### src/rtl/vc_core_nic.sv
// Network interface between a core and one router port: credit-based virtual-channel
// injection with round-robin VC allocation, plus a show-ahead ejection buffer that returns credits.
module vc_core_nic #(
  parameter  int FLIT_W    = 32,
  parameter  int NUM_VC    = 4,
  parameter  int BUF_DEPTH = 4,
  parameter  int INJ_DEPTH = 8,
  localparam int VC_W      = (NUM_VC > 1) ? $clog2(NUM_VC) : 1,
  localparam int CNT_W     = $clog2(BUF_DEPTH + 1)
) (
  input  logic              clk,
  input  logic              reset,
  input  logic [FLIT_W-1:0] inj_flit,
  input  logic              inj_valid,
  output logic              inj_ready,
  output logic [FLIT_W-1:0] out_flit,
  output logic              out_valid,
  output logic [VC_W-1:0]   out_vc,
  input  logic              credit_in_valid,
  input  logic [VC_W-1:0]   credit_in_vc,
  input  logic [FLIT_W-1:0] in_flit,
  input  logic              in_valid,
  input  logic [VC_W-1:0]   in_vc,
  output logic [FLIT_W-1:0] ej_flit,
  output logic [VC_W-1:0]   ej_vc,
  output logic              ej_valid,
  input  logic              ej_ready,
  output logic              credit_out_valid,
  output logic [VC_W-1:0]   credit_out_vc,
  output logic              err
);

  localparam int IP_W     = $clog2(INJ_DEPTH);
  localparam int IC_W     = $clog2(INJ_DEPTH + 1);
  localparam int EJ_DEPTH = NUM_VC * BUF_DEPTH;
  localparam int EP_W     = (EJ_DEPTH > 1) ? $clog2(EJ_DEPTH) : 1;
  localparam int EC_W     = $clog2(EJ_DEPTH + 1);

  typedef enum logic {IDLE, ACTIVE} state_t;
  typedef enum logic [1:0] {FT_HEAD = 2'b00, FT_BODY = 2'b01, FT_TAIL = 2'b10, FT_HEADTAIL = 2'b11} ftype_t;

  // ---------------- injection FIFO ----------------
  logic [FLIT_W-1:0] inj_mem [INJ_DEPTH];
  logic [IP_W-1:0]   inj_wp, inj_rp;
  logic [IC_W-1:0]   inj_cnt;
  logic              inj_full, inj_empty, inj_push, inj_pop;
  logic [FLIT_W-1:0] inj_head;

  assign inj_full  = (inj_cnt == IC_W'(INJ_DEPTH));
  assign inj_empty = (inj_cnt == '0);
  assign inj_ready = !inj_full;
  assign inj_push  = inj_valid && !inj_full;
  assign inj_head  = inj_mem[inj_rp];

  always_ff @(posedge clk) begin
    if (inj_push) inj_mem[inj_wp] <= inj_flit;
  end

  always_ff @(posedge clk) begin
    if (reset) begin
      inj_wp  <= '0;
      inj_rp  <= '0;
      inj_cnt <= '0;
    end else begin
      if (inj_push) inj_wp <= inj_wp + IP_W'(1);
      if (inj_pop)  inj_rp <= inj_rp + IP_W'(1);
      if (inj_push && !inj_pop)      inj_cnt <= inj_cnt + IC_W'(1);
      else if (!inj_push && inj_pop) inj_cnt <= inj_cnt - IC_W'(1);
    end
  end

  // ---------------- credits and VC allocation ----------------
  logic [CNT_W-1:0] credit [NUM_VC];
  state_t           state, state_nxt;
  logic [VC_W-1:0]  cur_vc, cur_nxt, rr_ptr, rr_nxt;
  logic [VC_W-1:0]  pick, cand, send_vc;
  logic             found, send, proto_err, cred_ovf;
  ftype_t           head_type;
  logic             head_is_head;

  assign head_type    = ftype_t'(inj_head[FLIT_W-1 -: 2]);
  assign head_is_head = (head_type == FT_HEAD) || (head_type == FT_HEADTAIL);

  // Only IDLE consults the search, so every VC at full credit is a candidate.
  always_comb begin
    found = 1'b0;
    pick  = '0;
    cand  = '0;
    for (int unsigned i = 0; i < NUM_VC; i++) begin
      cand = VC_W'((32'(rr_ptr) + i) % NUM_VC);
      if (!found && credit[cand] == CNT_W'(BUF_DEPTH)) begin
        found = 1'b1;
        pick  = cand;
      end
    end
  end

  always_comb begin
    state_nxt = state;
    cur_nxt   = cur_vc;
    rr_nxt    = rr_ptr;
    inj_pop   = 1'b0;
    send      = 1'b0;
    send_vc   = cur_vc;
    proto_err = 1'b0;
    case (state)
      IDLE: begin
        if (!inj_empty) begin
          if (head_is_head) begin
            if (found) begin
              inj_pop = 1'b1;
              send    = 1'b1;
              send_vc = pick;
              rr_nxt  = VC_W'((32'(pick) + 1) % NUM_VC);
              if (head_type == FT_HEAD) begin
                state_nxt = ACTIVE;
                cur_nxt   = pick;
              end
            end
          end else begin
            inj_pop   = 1'b1;
            proto_err = 1'b1;
          end
        end
      end
      ACTIVE: begin
        if (!inj_empty) begin
          if (head_is_head) begin
            inj_pop   = 1'b1;
            proto_err = 1'b1;
          end else if (credit[cur_vc] != '0) begin
            inj_pop = 1'b1;
            send    = 1'b1;
            send_vc = cur_vc;
            if (head_type == FT_TAIL) state_nxt = IDLE;
          end
        end
      end
      default: state_nxt = IDLE;
    endcase
  end

  assign cred_ovf = credit_in_valid && (credit[credit_in_vc] == CNT_W'(BUF_DEPTH)) &&
                    !(send && send_vc == credit_in_vc);

  always_ff @(posedge clk) begin
    if (reset) begin
      state  <= IDLE;
      cur_vc <= '0;
      rr_ptr <= '0;
      for (int unsigned v = 0; v < NUM_VC; v++) credit[v] <= CNT_W'(BUF_DEPTH);
    end else begin
      state  <= state_nxt;
      cur_vc <= cur_nxt;
      rr_ptr <= rr_nxt;
      for (int unsigned v = 0; v < NUM_VC; v++) begin
        if (credit_in_valid && credit_in_vc == VC_W'(v) && !(send && send_vc == VC_W'(v))) begin
          if (credit[v] != CNT_W'(BUF_DEPTH)) credit[v] <= credit[v] + CNT_W'(1);
        end else if (send && send_vc == VC_W'(v) && !(credit_in_valid && credit_in_vc == VC_W'(v))) begin
          credit[v] <= credit[v] - CNT_W'(1);
        end
      end
    end
  end

  always_ff @(posedge clk) begin
    if (reset) begin
      out_valid <= 1'b0;
      out_flit  <= '0;
      out_vc    <= '0;
    end else begin
      out_valid <= send;
      if (send) begin
        out_flit <= inj_head;
        out_vc   <= send_vc;
      end
    end
  end

  // ---------------- ejection FIFO ----------------
  logic [VC_W+FLIT_W-1:0] ej_mem [EJ_DEPTH];
  logic [EP_W-1:0]        ej_wp, ej_rp;
  logic [EC_W-1:0]        ej_cnt;
  logic                   ej_full, ej_push, ej_pop, ej_ovf;

  assign ej_full  = (ej_cnt == EC_W'(EJ_DEPTH));
  assign ej_valid = (ej_cnt != '0);
  assign ej_pop   = ej_valid && ej_ready;
  assign ej_push  = in_valid && (!ej_full || ej_pop);
  assign ej_ovf   = in_valid && ej_full && !ej_pop;
  assign {ej_vc, ej_flit} = ej_mem[ej_rp];

  always_ff @(posedge clk) begin
    if (ej_push) ej_mem[ej_wp] <= {in_vc, in_flit};
  end

  always_ff @(posedge clk) begin
    if (reset) begin
      ej_wp            <= '0;
      ej_rp            <= '0;
      ej_cnt           <= '0;
      credit_out_valid <= 1'b0;
      credit_out_vc    <= '0;
      err              <= 1'b0;
    end else begin
      if (ej_push) ej_wp <= (ej_wp == EP_W'(EJ_DEPTH - 1)) ? '0 : ej_wp + EP_W'(1);
      if (ej_pop)  ej_rp <= (ej_rp == EP_W'(EJ_DEPTH - 1)) ? '0 : ej_rp + EP_W'(1);
      if (ej_push && !ej_pop)      ej_cnt <= ej_cnt + EC_W'(1);
      else if (!ej_push && ej_pop) ej_cnt <= ej_cnt - EC_W'(1);
      credit_out_valid <= ej_pop;
      if (ej_pop) credit_out_vc <= ej_vc;
      if (proto_err || cred_ovf || ej_ovf) err <= 1'b1;
    end
  end

endmodule

### config.mk
export PLATFORM = sky130hd
export DESIGN_NAME = vc_core_nic
export DESIGN_NICKNAME = d
export VERILOG_FILES = /design/src/rtl/vc_core_nic.sv
export SDC_FILE = /design/constraint.sdc
export NUM_CORES = 1
export LEC_CHECK = 0
export ABC_AREA = 1
export BUFFER_PORTS_ARGS = -buffer_cell sky130_fd_sc_hd__buf_2
export CORE_UTILIZATION = 50
export CTS_BUF_LIST = sky130_fd_sc_hd__clkbuf_8
export CTS_CLUSTER_DIAMETER = 200
export CTS_CLUSTER_SIZE = 20
export DETAILED_ROUTE_END_ITERATION = 6
export PLACE_DENSITY = 0.66
export SLEW_MARGIN = 25
export SYNTH_ARGS = -nofsm -noshare
export SYNTH_HDL_FRONTEND = slang
export SYNTH_SLANG_ARGS = --single-unit
### constraint.sdc
create_clock -name clk -period 3.6 [get_ports clk]
set_input_delay 0.54 -clock clk [delete_from_list [all_inputs] [get_ports clk]]
set_output_delay 0.54 -clock clk [all_outputs]
set_load 0.005 [all_outputs]
==> qor.yml, run 1 <==
outcome: "completed"
fp-row-count: 97
worst_ep_arrival_time_ns: 2.93
hold_path.startpoint: "inj_flit[3]"
place_worst_setup_slack_ns: -0.0244
whs_ns: 0.0793
final_nets: 2829
floorplan.core_area_um2: 70400
grt_antenna_before_repair: 12
power.density_nw_per_um2: 628
synth.net_count: 2723
layoutNonFillerInstCount: 3702
synth.cell_area_um2: 35800
cts_max_level: 2
drt_iter0_markers: 1848
die_height_um: 270
routed-via-count: 21200
die-area_um2: 72700
clk_pin_slew_ns: 0.12
grt_pass1_wl_um: 125000
hold_path.class: "in -> reg"
groute.usage.overall_pct: 22.2
cts_max_path_buffers: 3
worst_path_max_delay_cell: "sky130_fd_sc_hd__buf_4"
path_max_fanout: 49
hold_violations: 0
final.period_utilization_pct: 96.4
rsz0062_at_grt: "false"
cts_hold_buf: 0
setup_viol_count_final: 0
cpLargestDelayFamily: "buffers and inverters"
dr.pass1.iters: 5
yosysWarnings: 0
boundaryPins: 149
ir_drop_worst_case_vdd_v: 0.000666
setup_total_negative_slack_ns: 0
area_growth_syn_to_layout_pct: 8.24
post_synth_inst_count: 2625
synth_seq_cells: 890
fmax_ghz: 0.288
postCtsSetupBuffers: 0
first_global_vias: 21300
cp-end-kind: "output port"
final_clock_skew_ns: 0.0742
cts_tree: "yes"
cts-root-buf: "sky130_fd_sc_hd__clkbuf_8"
route.final.wire_length_um: 80900
cpPeakStageDelay_ns: 0.65
final_period_minus_worst_setup_slack_ns: 3.47
cp_data_required_time_ns: 3.06
timing.critical_path.cells: "buf_4, buf_4, o211ai_1, o211ai_1, nand2_1, buf_2"
post_synth_edffs: 812
avg_wl_per_cell_um: 21.9
post-dp-hpwl_um: 45200
worstSetupStartpointType: "register"
portBuffers: 148
maximum_number_of_pins_on_one_net_before_global_route_repair: 137
tritoncts_num_sinks: 890
tightest_slew_ns: 0.903
placedCellCount: 3619
max_cap_viol_count: 0
syn_area_per_cell_um2: 13.6
p_leak_nw: 13.3
gp_routability_congestion: 0.818
worstPathBufferInverterCount: 3
starting_density_of_the_core_pct: 50.9
timing.final.ws_setup_ns: 0.131
asyncSetResetFlopFracSynth_pct: 0
yosysSeqAreaShare_pct: 72.5
synth_ff_type: "sky130_fd_sc_hd__edfxtp_1"
synth.distinct_cells: 50
path_class: "reg -> out"
report.final.slew_viol_count: 0
final_layout_size_suffix_gt1_share_pct: 13.2
drt.antenna.violating_nets: 0
fp.dieW_um: 270
drc_errors: 0
grt_overflow: 0
cts_made_buffers: 50
relSlewSlack_pct: 39.8
clock_insertion_delay_worst_skew_ns: 0.73
routed_via_density: 5.74
layout by cell type (no fill, tap or decap), drive strengths merged, types with 3 or more instances in the layout:
cell type / count
edfxtp: 812
o211ai: 137
a21o: 3
clkbuf: 50
a311oi: 14
nand2: 262
a21oi: 287
o21ai: 214
fa: 5
xor2: 8
inv: 231
a221o: 60
nor3: 3
diode: 4
ha: 19
xnor2: 5
mux2i: 136
nand4: 4
a211oi: 3
a31oi: 18
o22ai: 3
dfxtp: 78
nor2: 104
nand3: 76
nand3b: 3
clkinv: 3
buf: 213
worst register-to-register path: stages (launching register included):
cell and delay (ns):
sky130_fd_sc_hd__dfxtp_4 0.43, sky130_fd_sc_hd__clkinv_2 0.15, sky130_fd_sc_hd__o21ai_1 0.18, sky130_fd_sc_hd__o22ai_1 0.12, sky130_fd_sc_hd__o21ai_2 0.21, sky130_fd_sc_hd__ha_4 0.26
sky130_fd_sc_hd__nor3_4 0.22, sky130_fd_sc_hd__nand2_8 0.12, sky130_fd_sc_hd__inv_8 0.10, sky130_fd_sc_hd__nand2_4 0.08, sky130_fd_sc_hd__nand2_8 0.10, sky130_fd_sc_hd__nand2_4 0.07
sky130_fd_sc_hd__nor2_4 0.10, sky130_fd_sc_hd__nand3_1 0.10, sky130_fd_sc_hd__fa_1 0.43, sky130_fd_sc_hd__xnor2_2 0.16, sky130_fd_sc_hd__nand3_1 0.10, sky130_fd_sc_hd__nand2_1 0.08
sky130_fd_sc_hd__nand3_1 0.06
state kept, by name, indices dropped and copies added (netlist names), 4 cells and up, named ones only:
register / cells
inj_cnt: 4
ej_wp: 4
inj_mem: 256
credit: 12
out_flit: 32
ej_cnt: 5
ej_mem: 544
ej_rp: 4
cell usage after synthesis (all sizes together), types with 8 or more instances:
| master | instances | share of area, % |
|---|---|---|
| a21oi | 287 | 4.0 |
| a311oi | 14 | 0.59 |
| mux2i | 136 | 3.8 |
| o211ai | 137 | 2.9 |
| inv | 202 | 2.1 |
| a221o | 60 | 1.7 |
| xor2 | 8 | 0.20 |
| edfxtp | 812 | 68 |
| buf | 36 | 0.52 |
| a31oi | 18 | 0.31 |
| dfxtp | 78 | 4.4 |
| nand3 | 76 | 1.2 |
| clkbuf | 123 | 1.3 |
| o21ai | 214 | 3.0 |
| nor2 | 104 | 1.2 |
| nand2 | 262 | 3.1 |
| ha | 19 | 0.66 |
final cells by class:
| class | count | area, um2 |
|---|---|---|
| Inverter | 205 | 782 |
| Clock buffer | 50 | 688 |
| Timing Repair Buffer | 213 | 1350 |
| Tap cell | 940 | 1180 |
| Multi-Input combinational cell | 1371 | 8650 |
| Antenna cell | 4 | 10.0 |
| Clock inverter | 29 | 129 |
| Fill cell | 5666 | 31600 |
| Sequential cell | 890 | 26000 |
power by group:
part           switching [mW]  total, mW  internal (mW)  leakage (nW)
Combinational            5.04       7.76           2.72          4.81
Clock                    2.98       4.30           1.31         0.515
Sequential              0.377       12.3           11.9          8.00
routing by layer:
layer	up-vias	wire, um	global-route usage (%)
met3	94	5040	3.95
met5	-	105	0
met4	16	1140	4.32
met1	10600	33600	29.3
met2	575	41100	38.6
li1	9911	-	-
metrics by stage:
| stage | area, um2 | util, % | power [mW] |
|---|---|---|---|
| floorplan | 35800 | - | 18.0 |
| global placement | 37900 | 53.8 | 20.0 |
| detailed placement | 37900 | 53.8 | 20.2 |
| CTS | 38700 | 55.0 | 24.4 |
| global route | 38700 | 55.0 | 25.7 |
| finish | 38700 | 55.0 | 24.3 |
cells by family (layout without fill, tap and decap cells):
family / count (synthesis) / after routing / synth area share, %
other cells: 0 / 4 / 0
simple gates: 456 / 456 / 5.75
fa+ha+maj: 24 / 24 / 0.944
mux: 136 / 136 / 3.80
xor+xnor: 13 / 13 / 0.318
compound gates: 742 / 742 / 12.7
flops: 890 / 890 / 72.5
buf+inv: 364 / 497 / 3.98
path summary, 6_finish.rpt:
path / cells past startpoint / slack, ns / to
min reg2reg: 1 / 0.46 / register
max: 6 / 0.13 / ej_flit[13]
max reg2reg: 18 / 0.28 / credit[2][2]
min: 1 / 0.08 / inj_mem[5][3]
repair_timing:
item | 4_1_cts | 5_1_grt
pin swaps | 0 | 1
resized for setup | 2 | 9
endpoints found under the hold margin | 0 | 0
setup endpoints to repair | 1 | 4
Power figures use the tool's default switching activity.
==> run 2, diff against run 1 <==
--- a/config.mk
+++ b/config.mk
@@ -12,6 +12,7 @@
 export CTS_CLUSTER_DIAMETER = 200
 export CTS_CLUSTER_SIZE = 20
 export DETAILED_ROUTE_END_ITERATION = 6
+export GPL_TIMING_DRIVEN = 0
 export PLACE_DENSITY = 0.66
 export SLEW_MARGIN = 25
 export SYNTH_ARGS = -nofsm -noshare
==> constraint.sdc (replaced) <==
create_clock -name clk -period 3.6 [get_ports clk]
set_input_delay 0.18 -clock clk [delete_from_list [all_inputs] [get_ports clk]]
set_output_delay 0.18 -clock clk [all_outputs]
set_load 0.005 [all_outputs]
==> qor.yml, run 2 (synthesis gave the netlist of run 1 again) <==
outcome: "completed"
cts_made_buffers: 50  # unchanged
avg_wl_per_cell_um: 24.3  # +11%
portBuffers: 147  # -0.68%
groute.usage.overall_pct: 25.6  # +3.4 points
final_clock_skew_ns: 0.0632  # -0.0110 ns
final_layout_size_suffix_gt1_share_pct: 13.9  # +0.64 points
largest_register_ff_count: 544  # unchanged
grt_pass1_wl_um: 140000  # +12%
first_global_vias: 22800  # +7.1%
max_cap_viol_count: 0  # unchanged
worstPathBufferInverterCount: 4  # +1
routed-via-count: 22900  # +8.0%
timing.critical_path.cells: "inv_6, buf_12, o21ai_0, o22ai_1, nand2_1, o21ai_2, inv_2, ha_4, nor3_4, nand2_8, clkinv_8, nand2_4, nand2_8, nand2_4, nor2_4, nand3_2, fa_2, xnor2_2, nand3_1, nand2_1, nand3_1"
boundaryPins: 149  # unchanged
drt_iter0_markers: 2299  # +24%
gp_routability_congestion: 0.846  # +3.4%
post-dp-hpwl_um: 63300  # +40%
clock_insertion_delay_worst_skew_ns: 0.74  # about the same
worstSetupStartpointType: "register"
fp.dieW_um: 270  # unchanged
worst_ep_arrival_time_ns: 3.94  # +1.01 ns
hold_path.startpoint: "credit_in_vc[0]"
largest_registers: "ej_mem (544), inj_mem (256), out_flit (32)"
cp_num_cells: 21  # +15
fp-row-count: 97  # unchanged
ff2ff_path_depth: 21  # +3
maximum_number_of_pins_on_one_net_before_global_route_repair: 22  # -84%
cts_max_path_buffers: 3  # unchanged
grt_overflow: 0  # unchanged
power.density_nw_per_um2: 640  # +1.9%
drt.antenna.violating_nets: 0  # unchanged
power.switching_mw: 9.55  # +14%
cts_tree: "yes"
grt_antenna_before_repair: 1  # -11
tightest_slew_ns: 1.05  # +0.150 ns
layout_commonest_cell: "sky130_fd_sc_hd__edfxtp_1"
final_nets: 3051  # +7.8%
cts-root-buf: "sky130_fd_sc_hd__clkbuf_8"
worst_path_max_delay_cell: "sky130_fd_sc_hd__fa_2"
route.final.wire_length_um: 95200  # +18%
cpPeakStageDelay_ns: 0.41  # -0.24 ns
path_class: "reg -> reg"
place_area_um2: 38700  # +2.3%
tritoncts_num_sinks: 890  # unchanged
layout.cells.most_common_list: "sky130_fd_sc_hd__edfxtp_1 (812), sky130_fd_sc_hd__a21oi_1 (287), sky130_fd_sc_hd__nand2_1 (243)"
p_leak_nw: 14.1  # +6.1%
hold_violations: 0  # unchanged
final.period_utilization_pct: 97.5  # +1.1 points
cp-end-kind: "register"
report.final.slew_viol_count: 0  # unchanged
area_growth_syn_to_layout_pct: 13.8
seqPwrFrac_pct: 47.0  # -3.5 points
fmax_ghz: 0.285  # -1.1%
hold_path.class: "in -> reg"
critical_path.reg2reg.endpoint: "credit[2][2]"
die_height_um: 270  # unchanged
cpLargestDelayFamily: "simple AND/OR/NAND/NOR gates"
setup_viol_count_final: 0  # unchanged
cts_max_level: 2  # unchanged
cp_data_required_time_ns: 4.03  # +0.97 ns
path_max_fanout: 10  # -80%
routed_via_density: 5.85  # +1.9%
starting_density_of_the_core_pct: 50.9  # unchanged
final_design_area_no_fill_um2: 40700  # +5.1%
p_int_mw: 16.5  # +3.6%
switching_share_of_power_pct: 36.6  # +2.1 points
total_power_mw: 26.1  # +7.1%
ff2ff_setup_slack_ns: 0.09  # -0.19 ns
ir_drop_worst_case_vdd_v: 0.000510  # -23%
clk_pin_slew_ns: 0.13  # about the same
relSlewSlack_pct: 29.8  # -10 points
floorplan.core_area_um2: 70400  # unchanged
register_with_the_most_flip_flops: "ej_mem"
combinationalPowerShare_pct: 36.2  # +4.3 points
finish.utilization_pct: 57.9  # +2.8 points
drc_errors: 0  # unchanged
p_clk_share_pct: 16.8  # -0.9 points
crit_end: "credit[2][2]"
die-area_um2: 72700  # unchanged
final_period_minus_worst_setup_slack_ns: 3.51  # +0.0403 ns
dr.pass1.iters: 6  # +1
## run 2: changes by cell type in the layout (fill, tap and decap cells not counted), moves of 3 or more
cell / previous run / this run
sky130_fd_sc_hd__clkbuf_1: 0 / 95
sky130_fd_sc_hd__dlygate4sd3_1: 0 / 72
sky130_fd_sc_hd__buf_4: 55 / 28
sky130_fd_sc_hd__buf_16: 0 / 22
sky130_fd_sc_hd__buf_2: 148 / 165
sky130_fd_sc_hd__clkbuf_2: 0 / 15
sky130_fd_sc_hd__buf_1: 0 / 12
sky130_fd_sc_hd__buf_12: 10 / 16
sky130_fd_sc_hd__buf_6: 0 / 5
sky130_fd_sc_hd__buf_8: 0 / 3
sky130_fd_sc_hd__dfxtp_1: 72 / 75
sky130_fd_sc_hd__diode_2: 4 / 1
sky130_fd_sc_hd__o21ai_0: 204 / 201
sky130_fd_sc_hd__o21ai_1: 7 / 10
## run 2: final cells by class
cell class	count	area [um2]
fillers	5553	29700
clock buffers	51	702
plain buffers	157	786
flip-flops and latches	890	26000
clock inverters	31	135
repair buffers	278	2490
diodes	1	2.50
multi-input cells	1371	8690
inverters	205	791
well taps	940	1180
## run 2: power by group through the flow
| stage | Sequential (mW) | Combinational, mW | Clock, mW |
|---|---|---|---|
| 3_3_place_gp | 12.5 | 8.37 | 0 |
| 5_1_grt | 12.3 | 10.2 | 4.78 |
| 3_5_place_dp | 12.4 | 8.77 | 0 |
| 2_1_floorplan | 12.4 | 5.59 | 0 |
| 4_1_cts | 12.2 | 9.02 | 4.43 |
| 6_report | 12.2 | 9.43 | 4.38 |
## run 2: worst register-to-register path: cells and delay by family, from the launching register on
family | cells | cell delay [ns]
adders and majority gates | 2 | 0.68
DFF | 1 | 0.38
xor gates and xnor gates | 1 | 0.18
buffers and inverters | 4 | 0.43
AOI/OAI and AO/OA | 3 | 0.36
and+or+nand+nor | 11 | 1.18
## run 2: per-stage QoR
stage / hold WS, ns / setup slack, ns / setup TNS (ns) / cells
6_report: 0.0717 / 0.0904 / 0 / 3924
2_1_floorplan: 0.279 / 0.0214 / 0 / 2625
4_1_cts: 0.0199 / 0.00478 / 0 / 3901
3_3_place_gp: 0.426 / -1.46 / -814.06 / 3712
3_5_place_dp: 0.426 / -0.856 / -13.39 / 3746
5_1_grt: 0.0929 / -0.0385 / -0.0475 / 3924
## run 2: worst min path at each step
stage / endpoint / slack (ns) / depth (start not counted)
2_1_floorplan: ej_mem[0][0] / 0.28 / 0
3_3_place_gp: inj_rp[2] / 0.43 / 1
3_5_place_dp: register / 0.43 / 1
4_1_cts: credit[0][2] / 0.02 / 6
5_1_grt: credit[1][1] / 0.09 / 4
6_report: credit[0][2] / 0.07 / 6
## run 2: layer usage
metal,vias to the layer above,share of wire (%),GRT usage (%)
met4,0,2.8,7.88
li1,10400,-,-
met2,1047,49,44.0
met5,-,0,0
met3,185,7.9,3.95
met1,11300,40,33.7
## run 2: timing repair
| item | in CTS | in global routing |
|---|---|---|
| pin swaps | 1 | 10 |
| endpoints found under the hold margin | 810 | 0 |
| hold buffers | 72 | 0 |
| endpoints found under the setup margin | 92 | 37 |
| resized for setup | 42 | 56 |
| buffers inserted | 3 | 22 |
